File: src/rtl/multicase_filter_pkg.sv
// Shared constants and types for the two-case first-order low-pass filter.
package multicase_filter_pkg;

  localparam int unsigned COEF_FRAC_BITS = 17;

  // Unsigned Q1.17 filter coefficient.
  typedef logic [17:0] coef_t;

  // Case-0 default: coefficient of zero freezes the state.
  localparam coef_t ALPHA_HOLD  = 18'd0;
  // 1 - e^(-0.1) in Q1.17, i.e. a time constant of 10 cycles.
  localparam coef_t ALPHA_TAU10 = 18'd12473;

endpackage

File: src/rtl/fixed_align.sv
// Fixed-point width/exponent converter.
// Left-shifts when the input exponent is larger, floor-shifts right when it
// is smaller, then fits the result into OUT_W bits.
// MULTICASE_FILTER_SAT_EN defined: clamp to +/-(2^(OUT_W-1)-1).
// Otherwise: keep the low OUT_W bits (two's-complement wrap).
module fixed_align #(
  parameter int IN_W  = 18,
  parameter int IN_E  = -16,
  parameter int OUT_W = 18,
  parameter int OUT_E = -16
) (
  input  logic signed [IN_W-1:0]  din,
  output logic signed [OUT_W-1:0] dout
);

  localparam int SH  = IN_E - OUT_E;
  localparam int LSH = (SH > 0) ? SH : 0;
  localparam int RSH = (SH < 0) ? -SH : 0;
  // One guard bit above the larger of the shifted input and the output.
  localparam int WW  = (((IN_W + LSH) > OUT_W) ? (IN_W + LSH) : OUT_W) + 1;

  localparam logic signed [WW-1:0] MAXV = WW'((64'sd1 <<< (OUT_W - 1)) - 64'sd1);
  localparam logic signed [WW-1:0] MINV = -MAXV;

  logic signed [WW-1:0] ext;
  logic signed [WW-1:0] shifted;
  logic                 unused_hi;

  assign ext       = WW'(din);
  assign shifted   = (ext <<< LSH) >>> RSH;
  assign unused_hi = ^shifted[WW-1:OUT_W];

  // Fit the aligned value into the output width.
  always_comb begin
    dout = shifted[OUT_W-1:0];
`ifdef MULTICASE_FILTER_SAT_EN
    if (shifted > MAXV) begin
      dout = MAXV[OUT_W-1:0];
    end else if (shifted < MINV) begin
      dout = MINV[OUT_W-1:0];
    end
`endif
  end

endmodule

File: src/rtl/multicase_filter.sv
// Two-case first-order low-pass filter: each cycle
//   v_out <= v_out + floor((align(v_in) - v_out) * alpha_sel / 2^17)
// with alpha_sel chosen by ctrl. Saturation of the aligned input and of the
// updated state is enabled by MULTICASE_FILTER_SAT_EN (wrap otherwise).
module multicase_filter
  import multicase_filter_pkg::*;
#(
  parameter int    IN_WIDTH  = 18,
  parameter int    IN_EXP    = -16,
  parameter int    OUT_WIDTH = 18,
  parameter int    OUT_EXP   = -16,
  parameter coef_t ALPHA0    = ALPHA_HOLD,
  parameter coef_t ALPHA1    = ALPHA_TAU10
) (
  input  logic                        clk,
  input  logic                        rst,
  input  logic signed [IN_WIDTH-1:0]  v_in,
  input  logic                        ctrl,
  output logic signed [OUT_WIDTH-1:0] v_out
);

  localparam int DW = OUT_WIDTH + 1;   // difference
  localparam int PW = OUT_WIDTH + 19;  // product
  localparam int SW = OUT_WIDTH + 2;   // sum before clamp

  logic signed [OUT_WIDTH-1:0] vin_a;
  coef_t                       alpha_sel;
  logic signed [DW-1:0]        diff;
  logic signed [PW-1:0]        prod;
  logic signed [PW-1:0]        scaled;
  logic signed [SW-1:0]        sum_w;
  logic signed [OUT_WIDTH-1:0] next_v;
  logic                        unused_scaled;

  fixed_align #(
    .IN_W (IN_WIDTH),
    .IN_E (IN_EXP),
    .OUT_W(OUT_WIDTH),
    .OUT_E(OUT_EXP)
  ) u_in_align (
    .din (v_in),
    .dout(vin_a)
  );

  // Coefficient select, difference, product and floor-scaled increment.
  always_comb begin
    alpha_sel = ctrl ? ALPHA1 : ALPHA0;
    diff      = DW'(vin_a) - DW'(v_out);
    prod      = PW'(diff) * PW'($signed({1'b0, alpha_sel}));
    scaled    = prod >>> COEF_FRAC_BITS;
    sum_w     = SW'(v_out) + scaled[SW-1:0];
  end

  // Bits above SW are sign copies once the increment is bounded by |diff|.
  assign unused_scaled = ^scaled[PW-1:SW];

  fixed_align #(
    .IN_W (SW),
    .IN_E (OUT_EXP),
    .OUT_W(OUT_WIDTH),
    .OUT_E(OUT_EXP)
  ) u_out_clamp (
    .din (sum_w),
    .dout(next_v)
  );

  // Filter state register with synchronous reset.
  always_ff @(posedge clk) begin
    if (rst) begin
      v_out <= '0;
    end else begin
      v_out <= next_v;
    end
  end

endmodule

File: config.mk
export PLATFORM = sky130hd
export DESIGN_NAME = multicase_filter
export DESIGN_NICKNAME = d
export VERILOG_FILES = /design/src/rtl/multicase_filter_pkg.sv /design/src/rtl/fixed_align.sv /design/src/rtl/multicase_filter.sv
export SDC_FILE = /design/constraint.sdc
export NUM_CORES = 1
export LEC_CHECK = 0
export CORE_ASPECT_RATIO = 1.2
export CORE_MARGIN = 2
export CORE_UTILIZATION = 43
export DETAILED_ROUTE_END_ITERATION = 10
export PLACE_DENSITY = 0.66
export SLEW_MARGIN = 10
export SYNTH_ARGS = -nofsm -noshare
export SYNTH_HDL_FRONTEND = slang
export SYNTH_SLANG_ARGS = --single-unit
File: constraint.sdc
create_clock -name clk -period 27.2 [get_ports clk]
set_input_delay 5.44 -clock clk [delete_from_list [all_inputs] [get_ports clk]]
set_output_delay 5.44 -clock clk [all_outputs]
set_load 0.03 [all_outputs]
==> impl_metrics.yaml, run 1 <==
sta:
  slew_viol_final: 0
  fin_crit_sh_pct: 55.3
  finalCriticalPeriod_ns: 15.05
  setup_viol: 0
  fin_worst_skew_ns: 0.00173
  hold_ws_ns: 0.692
  worstMarginPinSlew_ns: 0.763
  worst_slew_margin_rel_pct: 49.0
  fmax_ghz: 0.0664
  hold_viol_final: 0
  fin_tns_setup_ns: 0
  rsz0062_at_grt: "no"
die:
  io_pins: 39
  rows: 48
  die_height_um: 137
  core_sq_um: 14400
  start_util_pct: 44.2
  die_area_sq_um: 15800
  chipWidth_um: 115
synthesis:
  synth_flop_cell: "dfxtp_1"
  syn_area_sq_um: 6370
  async_reset_ff_share_pct: 0
  syn-mean-instance-area_sq_um: 9.26
  synthCells: 688
  syn_nets: 953
  synthDistinctLibCells: 52
  ys_seq_area_share_pct: 5.66
  yosysWarnings: 0
  ys_ff_latch: 18
  synth-edff-count: 0
setup_path:
  crit_type: "primary input to register"
  crit_path_start_kind: "primary input"
  cp_common_cell: "ha_1"
  critPathCaptureType: "register"
  cp_data_arrival_time_ns: 15.20
  critPathSlowestCell: "fa_1"
  cp_max_fo: 4
  cp.required_ns: 27.35
  r2r_cells: 40
  cpPeakStageDelay_ns: 0.54
job:
  max_cap_violations: 0
cells_and_area:
  fill_cells: 1394
  top_register: "v_out"
  nNetsFinal: 994
  area_growth_pct: 10.8
  top_regs: "v_out: 18 flops"
  largest_reg_flops: 18
  drive_gt1_share_pct: 2.47
  diodes: 0
  final_area_sq_um: 7060
global_routing:
  grt_util_all_layers_pct: 18.7
  grt_max_degree: 20
  antenna_found_initial: 0
  overflow: 0
  grt_pass1_vias: 5121
  grt_pass1_wl_um: 23700
routing:
  vias: 4702
  wl_um: 13800
  avgViaCountPerCell: 5.21
  drc: 0
  detail_route.wl_per_cell_um: 15.3
  drtAntennaViolNets: 0
  firstDrtPassIters: 4
  drtIter0Drc: 110
clock_tree:
  postCtsResizedCells: 0
  clkTransAtPathRegs_ns: 0.06
  cts_buffer_depth: 2
  clockRootBuffer: "clkbuf_16"
  h-tree-depth: 1
  post-cts-setup-buffers: 0
  cts_tree: "done"
  cts.sinks: 18
  clkLatencyLatePin_ns: 0.25
  numCtsBuffers: 3
  hold_buffers: 0
placement:
  place_area_sq_um: 6970
  portBuffers: 38
  dp_hpwl_um: 12500
  gp_congestion: 0.868
status:
  status: "finished, final reports clean"
hold_path:
  holdCritPathClass: "register to register"
  hold_depth: 2
-- cell families after synthesis --
family                     synth area share [%]
muxes                                     0.648
DFF                                        5.66
buffers and inverters                      8.09
AOI/OAI and AO/OA                          12.1
adders and majority gates                  58.3
and+or+nand+nor                            9.59
other                                    0.0589
xor gates and xnor gates                   5.50
-- worst paths after layout --
check / from / endpoint / slack [ns]
min reg2reg: v_out[0] / v_out[0] / 0.69
max reg2reg: v_out[1] / v_out[17] / 17.29
max: v_in[1] / v_out[17] / 12.15
min: v_out[0] / v_out[0] / 0.69
-- cell type report --
cell class	count	area, sq um	area share, %
multi-input cells	533	5490	77.9
repair buffers	40	395	5.60
flip-flops and latches	18	360	5.11
clock buffers	4	88.8	1.26
well taps	175	219	3.10
inverters	133	499	7.08
-- layer usage --
| layer | vias up | global-route usage, % | part of all wire (%) |
|---|---|---|---|
| li1 | 2370 | - | - |
| met1 | 2254 | 22.5 | 42 |
| met2 | 64 | 36.1 | 54 |
| met3 | 14 | 1.36 | 2.5 |
| met4 | 0 | 4.08 | 1.7 |
| met5 | - | 0 | 0 |
-- synth_stat cells, types with 2 or more instances --
cell type	number	area share, %
ha_1	156	31
inv_1	133	7.8
fa_1	88	28
nor2_1	38	2.2
nand2_1	34	2.0
a21oi_1	33	2.6
xnor2_1	27	3.7
o21ai_0	23	1.8
a21o_1	19	2.2
dfxtp_1	18	5.7
xor2_1	13	1.8
nor2b_1	9	0.88
nand2b_1	8	0.79
nand3_1	8	0.63
nor3_1	8	0.63
a31oi_1	7	0.69
and2_1	5	0.49
a211oi_1	4	0.47
nand4_1	4	0.39
o21a_1	4	0.47
o21ai_1	4	0.31
a211o_1	3	0.41
and3_1	3	0.29
mux2i_1	3	0.47
or3_1	3	0.29
a2111oi_2	2	0.47
clkbuf_1	2	0.12
nor4_1	2	0.20
o31a_1	2	0.28
o31ai_1	2	0.24
or2_2	2	0.20
-- cell usage in the layout, fill, tap and decap left out, types with 4 or more instances in the layout --
cell type | synthesis | routed
ha_1 | 156 | 156
fa_1 | 88 | 88
xor2_1 | 13 | 13
dfxtp_1 | 18 | 18
nor3_1 | 8 | 8
o21a_1 | 4 | 4
nand3_1 | 8 | 8
nor2_1 | 38 | 38
nand2_1 | 34 | 34
nand2b_1 | 8 | 8
a211oi_1 | 4 | 4
clkdlybuf4s50_1 | 0 | 38
a21o_1 | 19 | 19
o21ai_1 | 4 | 4
and2_1 | 5 | 5
a31oi_1 | 7 | 7
inv_1 | 133 | 133
a21oi_1 | 33 | 33
xnor2_1 | 27 | 27
o21ai_0 | 23 | 23
nand4_1 | 4 | 4
nor2b_1 | 9 | 9
-- per-stage QoR --
stage          std cells  utilization (%)  worst slack [ns]
3_3_place_gp         899             48.3             12.17
2_1_floorplan        688                -             13.20
4_1_cts              903             48.9             12.11
6_report             903             48.9             12.15
3_5_place_dp         899             48.3             11.93
5_1_grt              903             48.9             11.43
-- worst max-delay path, delay by kind of cell --
family          cells  cell delay [ns]
xor+xnor            2             0.28
mux                 1             0.28
buf+inv             2             0.50
compound gates     18             3.95
fa+ha+maj           9             3.63
simple gates        8             1.11
Power of run 1 is not shown: default switching activity piles up to over one toggle a cycle in this logic, so the estimate is an artifact.
==> run 2, diff against run 1 <==
==> constraint.sdc (replaced) <==
create_clock -name clk -period 15.2 [get_ports clk]
set_input_delay 3.04 -clock clk [delete_from_list [all_inputs] [get_ports clk]]
set_output_delay 3.04 -clock clk [all_outputs]
set_load 0.03 [all_outputs]
==> results of run 2 <==
Same layout as run 1 (identical final DEF). Status: finished, final reports clean.
Among the figures that moved: setup slack after placement 11.93 ns -> 2.33 ns; setup slack after layout 12.15 ns -> 2.55 ns; register-to-register setup slack 17.29 ns -> 5.29 ns
Power of run 2 is left out for the same reason.
